===== config.mk =====
export PLATFORM = sky130hd
export DESIGN_NAME = scanchain_write_arbiter_flat
export DESIGN_NICKNAME = d
export VERILOG_FILES = /design/src/rtl/scanchain_write_arbiter_pkg.sv /design/src/rtl/scanchain_write_arbiter_if.sv /design/src/rtl/scanchain_write_arbiter_rr_priority_select.sv /design/src/rtl/scanchain_write_arbiter.sv /design/src/flat_wrapper.sv
export SDC_FILE = /design/constraint.sdc
export NUM_CORES = 1
export LEC_CHECK = 0
export ABC_CLOCK_PERIOD_IN_PS = 2400
export BUFFER_PORTS_ARGS = -buffer_cell sky130_fd_sc_hd__buf_2
export CORE_AREA = 2 2 220 222
export CTS_CLUSTER_DIAMETER = 100
export DETAILED_ROUTE_END_ITERATION = 16
export DIE_AREA = 0 0 222 224
export GPL_ROUTABILITY_DRIVEN = 0
export SETUP_SLACK_MARGIN = 0.1
export SKIP_LAST_GASP = 1
export SYNTH_ARGS = -nofsm -noshare
export SYNTH_HDL_FRONTEND = slang
export SYNTH_HIERARCHICAL = 1
export SYNTH_SLANG_ARGS = --single-unit

===== constraint.sdc =====
create_clock -name clk -period 2.4 [get_ports clk]
set_clock_uncertainty 0.15 [all_clocks]
set_input_delay 0.24 -clock clk [delete_from_list [all_inputs] [get_ports clk]]
set_output_delay 0.24 -clock clk [all_outputs]
set_load 0.05 [all_outputs]

===== src/rtl/scanchain_write_arbiter_pkg.sv =====
// Shared scan-chain definitions: default address/payload widths and the write arbiter FSM encoding.
package scanchain_write_arbiter_pkg;

  // Also used by the UART scan client so both ends agree on the scan word layout.
  localparam int unsigned ScanAddrBits    = 12;
  localparam int unsigned ScanPayloadBits = 169;

  typedef enum logic [0:0] {
    StIdle = 1'b0,
    StHold = 1'b1
  } arb_state_e;

  // Index width for n requesters; never narrower than one bit.
  function automatic int unsigned idx_bits(int unsigned n);
    return (n > 1) ? $clog2(n) : 1;
  endfunction

endpackage


===== src/rtl/scanchain_write_arbiter_if.sv =====
// Requester-side and scan-writer-side valid/ready channels of the scan-chain write arbiter.
interface scanchain_write_arbiter_if
  import scanchain_write_arbiter_pkg::*;
#(
  parameter int unsigned NUM_REQ      = 2,
  parameter int unsigned ADDR_BITS    = ScanAddrBits,
  parameter int unsigned PAYLOAD_BITS = ScanPayloadBits
) ();

  logic [NUM_REQ-1:0]              req_valid;
  logic [NUM_REQ-1:0]              req_ready;
  logic [NUM_REQ*ADDR_BITS-1:0]    req_addr;
  logic [NUM_REQ*PAYLOAD_BITS-1:0] req_payload;
  logic [NUM_REQ-1:0]              req_reset;

  logic                    write_valid;
  logic                    write_ready;
  logic [ADDR_BITS-1:0]    write_addr;
  logic [PAYLOAD_BITS-1:0] write_payload;
  logic                    write_reset;

  // Arbiter side.
  modport slave (
    input  req_valid, req_addr, req_payload, req_reset, write_ready,
    output req_ready, write_valid, write_addr, write_payload, write_reset
  );

  // Requesters plus scan-chain writer side.
  modport master (
    output req_valid, req_addr, req_payload, req_reset, write_ready,
    input  req_ready, write_valid, write_addr, write_payload, write_reset
  );

endinterface


===== src/rtl/scanchain_write_arbiter_rr_priority_select.sv =====
// Combinational rotating-priority selector: first set request at or after the pointer wins.
module rr_priority_select #(
  parameter int unsigned NumReq  = 2,
  parameter int unsigned IdxBits = 1
) (
  input  logic [NumReq-1:0]  req_i,
  input  logic [IdxBits-1:0] ptr_i,
  output logic [NumReq-1:0]  gnt_o,
  output logic [IdxBits-1:0] idx_o,
  output logic               valid_o
);

  logic [IdxBits-1:0] pos;
  logic               found;

  always_comb begin
    gnt_o = '0;
    idx_o = '0;
    pos   = '0;
    found = 1'b0;
    for (int unsigned k = 0; k < NumReq; k++) begin
      pos = IdxBits'((32'(ptr_i) + k) % NumReq);
      if (!found && req_i[pos]) begin
        found      = 1'b1;
        gnt_o[pos] = 1'b1;
        idx_o      = pos;
      end
    end
    valid_o = found;
  end

endmodule


===== src/rtl/scanchain_write_arbiter.sv =====
// Round-robin arbiter sharing the scan-chain write port; holds each granted write in a one-entry
// register until the writer accepts it and counts completed writes.
module scanchain_write_arbiter
  import scanchain_write_arbiter_pkg::*;
#(
  parameter int unsigned NUM_REQ      = 2,
  parameter int unsigned ADDR_BITS    = ScanAddrBits,
  parameter int unsigned PAYLOAD_BITS = ScanPayloadBits,
  parameter int unsigned CNT_BITS     = 16
) (
  input  logic                         clk,
  input  logic                         reset_n,
  scanchain_write_arbiter_if.slave     bus,
  output logic [idx_bits(NUM_REQ)-1:0] grant_id_o,
  output logic [CNT_BITS-1:0]          xfer_count_o
);

  localparam int unsigned IdxBits = idx_bits(NUM_REQ);

  arb_state_e              state_q, state_d;
  logic [IdxBits-1:0]      rr_ptr_q, rr_ptr_d;
  logic [IdxBits-1:0]      grant_q, grant_d;
  logic                    write_valid_q, write_valid_d;
  logic [ADDR_BITS-1:0]    write_addr_q, write_addr_d;
  logic [PAYLOAD_BITS-1:0] write_payload_q, write_payload_d;
  logic                    write_reset_q, write_reset_d;
  logic [CNT_BITS-1:0]     xfer_count_q, xfer_count_d;
  logic [NUM_REQ-1:0]      req_ready;

  logic [NUM_REQ-1:0] sel_gnt;
  logic [IdxBits-1:0] sel_idx;
  logic               sel_valid;

  rr_priority_select #(
    .NumReq  (NUM_REQ),
    .IdxBits (IdxBits)
  ) u_rr_priority_select (
    .req_i   (bus.req_valid),
    .ptr_i   (rr_ptr_q),
    .gnt_o   (sel_gnt),
    .idx_o   (sel_idx),
    .valid_o (sel_valid)
  );

  always_comb begin
    state_d         = state_q;
    rr_ptr_d        = rr_ptr_q;
    grant_d         = grant_q;
    write_valid_d   = write_valid_q;
    write_addr_d    = write_addr_q;
    write_payload_d = write_payload_q;
    write_reset_d   = write_reset_q;
    xfer_count_d    = xfer_count_q;
    req_ready       = '0;

    unique case (state_q)
      StIdle: begin
        // Gating with reset_n keeps req_ready low for the whole reset pulse.
        if (sel_valid && reset_n) begin
          req_ready       = sel_gnt;
          grant_d         = sel_idx;
          write_valid_d   = 1'b1;
          write_addr_d    = bus.req_addr[sel_idx*ADDR_BITS +: ADDR_BITS];
          write_payload_d = bus.req_payload[sel_idx*PAYLOAD_BITS +: PAYLOAD_BITS];
          write_reset_d   = bus.req_reset[sel_idx];
          state_d         = StHold;
        end
      end
      StHold: begin
        if (bus.write_ready) begin
          write_valid_d = 1'b0;
          xfer_count_d  = xfer_count_q + 1'b1;
          rr_ptr_d      = (grant_q == IdxBits'(NUM_REQ - 1)) ? '0 : grant_q + 1'b1;
          state_d       = StIdle;
        end
      end
      default: state_d = StIdle;
    endcase
  end

  always_ff @(posedge clk or negedge reset_n) begin
    if (!reset_n) begin
      state_q         <= StIdle;
      rr_ptr_q        <= '0;
      grant_q         <= '0;
      write_valid_q   <= 1'b0;
      write_addr_q    <= '0;
      write_payload_q <= '0;
      write_reset_q   <= 1'b0;
      xfer_count_q    <= '0;
    end else begin
      state_q         <= state_d;
      rr_ptr_q        <= rr_ptr_d;
      grant_q         <= grant_d;
      write_valid_q   <= write_valid_d;
      write_addr_q    <= write_addr_d;
      write_payload_q <= write_payload_d;
      write_reset_q   <= write_reset_d;
      xfer_count_q    <= xfer_count_d;
    end
  end

  assign bus.req_ready     = req_ready;
  assign bus.write_valid   = write_valid_q;
  assign bus.write_addr    = write_addr_q;
  assign bus.write_payload = write_payload_q;
  assign bus.write_reset   = write_reset_q;
  assign grant_id_o        = grant_q;
  assign xfer_count_o      = xfer_count_q;

endmodule

===== src/flat_wrapper.sv =====
// flat-port wrapper written by rule: the top's interface ports become plain ports
module scanchain_write_arbiter_flat import scanchain_write_arbiter_pkg::*;
#(
  parameter int unsigned NUM_REQ      = 2,
  parameter int unsigned ADDR_BITS    = ScanAddrBits,
  parameter int unsigned PAYLOAD_BITS = ScanPayloadBits,
  parameter int unsigned CNT_BITS     = 16
)
  (clk, reset_n, grant_id_o, xfer_count_o, bus_req_valid, bus_req_addr, bus_req_payload, bus_req_reset, bus_write_ready, bus_req_ready, bus_write_valid, bus_write_addr, bus_write_payload, bus_write_reset);
  scanchain_write_arbiter_if #(.NUM_REQ(NUM_REQ), .ADDR_BITS(ADDR_BITS), .PAYLOAD_BITS(PAYLOAD_BITS)) bus_i ();
  input  logic clk;
  input  logic reset_n;
  output logic [idx_bits(NUM_REQ)-1:0] grant_id_o;
  output logic [CNT_BITS-1:0] xfer_count_o;
  input wire logic [$bits(bus_i.req_valid)-1:0] bus_req_valid;
  input wire logic [$bits(bus_i.req_addr)-1:0] bus_req_addr;
  input wire logic [$bits(bus_i.req_payload)-1:0] bus_req_payload;
  input wire logic [$bits(bus_i.req_reset)-1:0] bus_req_reset;
  input wire logic [$bits(bus_i.write_ready)-1:0] bus_write_ready;
  output wire logic [$bits(bus_i.req_ready)-1:0] bus_req_ready;
  output wire logic [$bits(bus_i.write_valid)-1:0] bus_write_valid;
  output wire logic [$bits(bus_i.write_addr)-1:0] bus_write_addr;
  output wire logic [$bits(bus_i.write_payload)-1:0] bus_write_payload;
  output wire logic [$bits(bus_i.write_reset)-1:0] bus_write_reset;
  assign bus_i.req_valid = bus_req_valid;
  assign bus_i.req_addr = bus_req_addr;
  assign bus_i.req_payload = bus_req_payload;
  assign bus_i.req_reset = bus_req_reset;
  assign bus_i.write_ready = bus_write_ready;
  assign bus_req_ready = bus_i.req_ready;
  assign bus_write_valid = bus_i.write_valid;
  assign bus_write_addr = bus_i.write_addr;
  assign bus_write_payload = bus_i.write_payload;
  assign bus_write_reset = bus_i.write_reset;
  scanchain_write_arbiter #(.NUM_REQ(NUM_REQ), .ADDR_BITS(ADDR_BITS), .PAYLOAD_BITS(PAYLOAD_BITS), .CNT_BITS(CNT_BITS)) u_core (.clk(clk), .reset_n(reset_n), .bus(bus_i), .grant_id_o(grant_id_o), .xfer_count_o(xfer_count_o));
endmodule

==> metrics.cfg <==
[status]
outcome=finished with violations
violations=negative hold slack

[synth]
yosys.area.top_type=dfrtp_1
ys_seq_elements=202
seq_area_frac_synth=0.546
ys_types=27
synth_warnings=6
syn_area_um2=9250
syn_nets=1241
synth_top_area_share=0.546
netlist_instances=871
yosys-top-cells-area=dfrtp_1 (55%), mux2i_1 (20%), nand2_1 (7.9%)
syn_area_per_cell_um2=10.6

[global_route]
grt_busiest_layer=met2
antenna_found_initial=0
grt_pass1_vias=11100
met2_usage=0.268
grt_pass1_wl_um=59300
grt_util_met1=0.158
use_met3=0.0392
grt_max_degree=104
grt_util_all_layers=0.147
overflow=0

[pwr]
combPwrFrac=0.451
internal_power_uw=8700
p_clk_frac=0.240
seq_power_share=0.309
ir_worst_vdd_mv=0.510
netSwitchingFraction=0.438
cellPowerDensity_nw_per_um2=875
p_sw_uw=6770
leakagePower_uw=0.00890
total_power_uw=15500

[clock_tree]
cts_max_level=1
cts_buffer_depth=3
cts_tree=built
cts_sinks=202
cts-root-buf=clkbuf_16
cts_buffers=24
clock_latency_ps=520
clk_pin_slew_ps=60

[placement]
place_hpwl_um=24300
port-buffer-count=570

[critical_path]
crit_start=u_core/rr_ptr_q
critPathKind=reg2reg
cp_cell_sequence=inv_1 -> a21boi_4 -> buf_4 -> buf_12 -> buf_4 -> mux2i_1 -> dlygate4sd3_1 -> o21ai_0
cp_max_fo=7
endpoint=u_core/bus.write_payload[152]
path_buf_inv=5
cp_common_cell=buf_4
reg2reg_from=u_core/rr_ptr_q
r2r-end=u_core/bus.write_payload[152]
path_delay_family=buffers and inverters
ff2ff_setup_slack_ps=110
end_kind=register
critical_path_depth=8
critPathSlowestCell=dlygate4sd3_1
max_stage_delay_ps=580
crit_arrival_ps=2530
required_ps=2640
critPathLaunchType=register
ff2ff_path_depth=8

[die]
initial_core_util=0.195
pin_count=571
fp.coreArea_um2=47300
rows=80
die_width_um=222
dieArea_um2=49700
die_h_um=224

[routing]
firstDrtPassIters=7
antenna_left=0
wl_per_cell_um=16.2
vias=10500
drt-total-wl_um=39900
drt_iter0_drc=451
drc=0
vias_per_cell=4.24

[timing]
final.min_clock_period_ps=2290
tightest_slew_ps=642
setup_viol=0
slew_headroom=0.572
finalHoldViolCount=1
finalCritPeriodShare=0.953
fin_hold_ws_ps=-73.8
final.setup.tns_ps=0
rsz0062_at_grt=yes
maxSlewViolCount=0
max_freq_ghz=0.437

[cells_and_area]
diodes=0
drive_above_1_share=0.367
final_common_cell=buf_2
synthToLayoutAreaGrowth_pct=91.0
nets=2202
final_cell_mix=buf_2 (569), dlygate4sd3_1 (364), dfrtp_1 (202)

[worst_hold_path]
hp-class=in2reg

[run]
drv_cap=0

## stage by stage
step	instance area [um2]	hold WS [ps]	util	setup WS, ps	std cells
finish	17700	-73.8	0.373	113	2463
global route	17700	19.9	0.373	28.4	2463
CTS	17400	75.2	0.368	126	2442
detailed placement	12900	169	0.273	558	2034
global placement	12900	170	0.273	595	2034
floorplan	9250	-206	-	273	871
## routing by layer
| layer | vias up | wire length (um) |
|---|---|---|
| met5 | - | 0 |
| met3 | 115 | 3310 |
| li1 | 4905 | - |
| met2 | 565 | 19900 |
| met1 | 4867 | 14800 |
| met4 | 0 | 1870 |
## sequential cells by signal, indices dropped and copies added, names as in the netlist
signal / flops
u_core/bus.write_addr: 12
u_core/bus.write_payload: 169
u_core/bus.write_reset: 1
u_core/bus.write_valid: 1
u_core/grant_id_o: 1
u_core/rr_ptr_q: 1
u_core/state_q: 1
u_core/xfer_count_o: 16
## repair_timing
action / CTS / global route
hold buffers: 366 / 1
gates resized for setup: 0 / 13
hold endpoints to repair: 388 / 1
endpoints found under the setup margin: 0 / 45
buffers inserted: 0 / 20
## cell usage after synthesis
master / instances
a21boi_0: 3
and2_1: 1
and3_1: 1
and4_1: 2
buf_2: 27
buf_4: 1
buf_6: 14
buf_8: 1
clkbuf_1: 18
dfrtp_1: 202
ha_1: 1
inv_1: 3
inv_2: 1
mux2_2: 1
mux2_4: 1
mux2i_1: 182
nand2_1: 194
nand3_1: 4
nand3_4: 1
nand4_1: 4
nor2_1: 6
nor3_1: 3
o21ai_0: 134
o21ai_1: 50
or2_1: 1
xnor2_1: 9
xor2_1: 6
## final cells by class
cell class / instances / area, um2
clock buffer: 35 / 723
clock inverter: 7 / 85.1
fill: 4499 / 29700
inverter: 4 / 15.0
multi-input combinational: 604 / 3820
sequential: 202 / 5050
tap: 615 / 769
timing repair buffer: 996 / 7200
## worst min-delay path: stages
cell and delay (ps):
buf_2 100, mux2i_1 70, o21ai_0 150
## worst min-delay path by stage
stage                     start                        to  slack [ps]  cells after the start
4_1_cts        bus_req_valid[0]         u_core/grant_id_o          80                      3
6_report       bus_req_addr[12]  u_core/bus.write_addr[0]         -70                      3
2_1_floorplan           reset_n  u_core/bus.write_addr[0]        -210                      0
5_1_grt        bus_req_addr[12]  u_core/bus.write_addr[0]          20                      3
3_5_place_dp            reset_n    u_core/xfer_count_o[3]         170                      2
3_3_place_gp            reset_n    u_core/xfer_count_o[3]         170                      2
## cell families (layout without fill, tap and decap cells)
group                      after synthesis  after routing  share of synthesized area
xor gates and xnor gates                15             15                     0.0142
muxes                                  184            184                      0.200
AOI/OAI and AO/OA                      187            187                      0.102
DFF                                    202            202                      0.546
and+or+nand+nor                        217            217                     0.0934
adders and majority gates                1              1                    0.00135
buffers and inverters                   65           1042                     0.0430
## power by group through the flow
stage	combinational (uW)	sequential (uW)	clock [uW]
2_1_floorplan	1340	7700	0
5_1_grt	7330	4880	3970
3_3_place_gp	6070	4770	0
3_5_place_dp	6130	4800	0
4_1_cts	6730	4760	3820
6_report	6980	4780	3710
No activity file was read; power rests on OpenSTA's default activity.
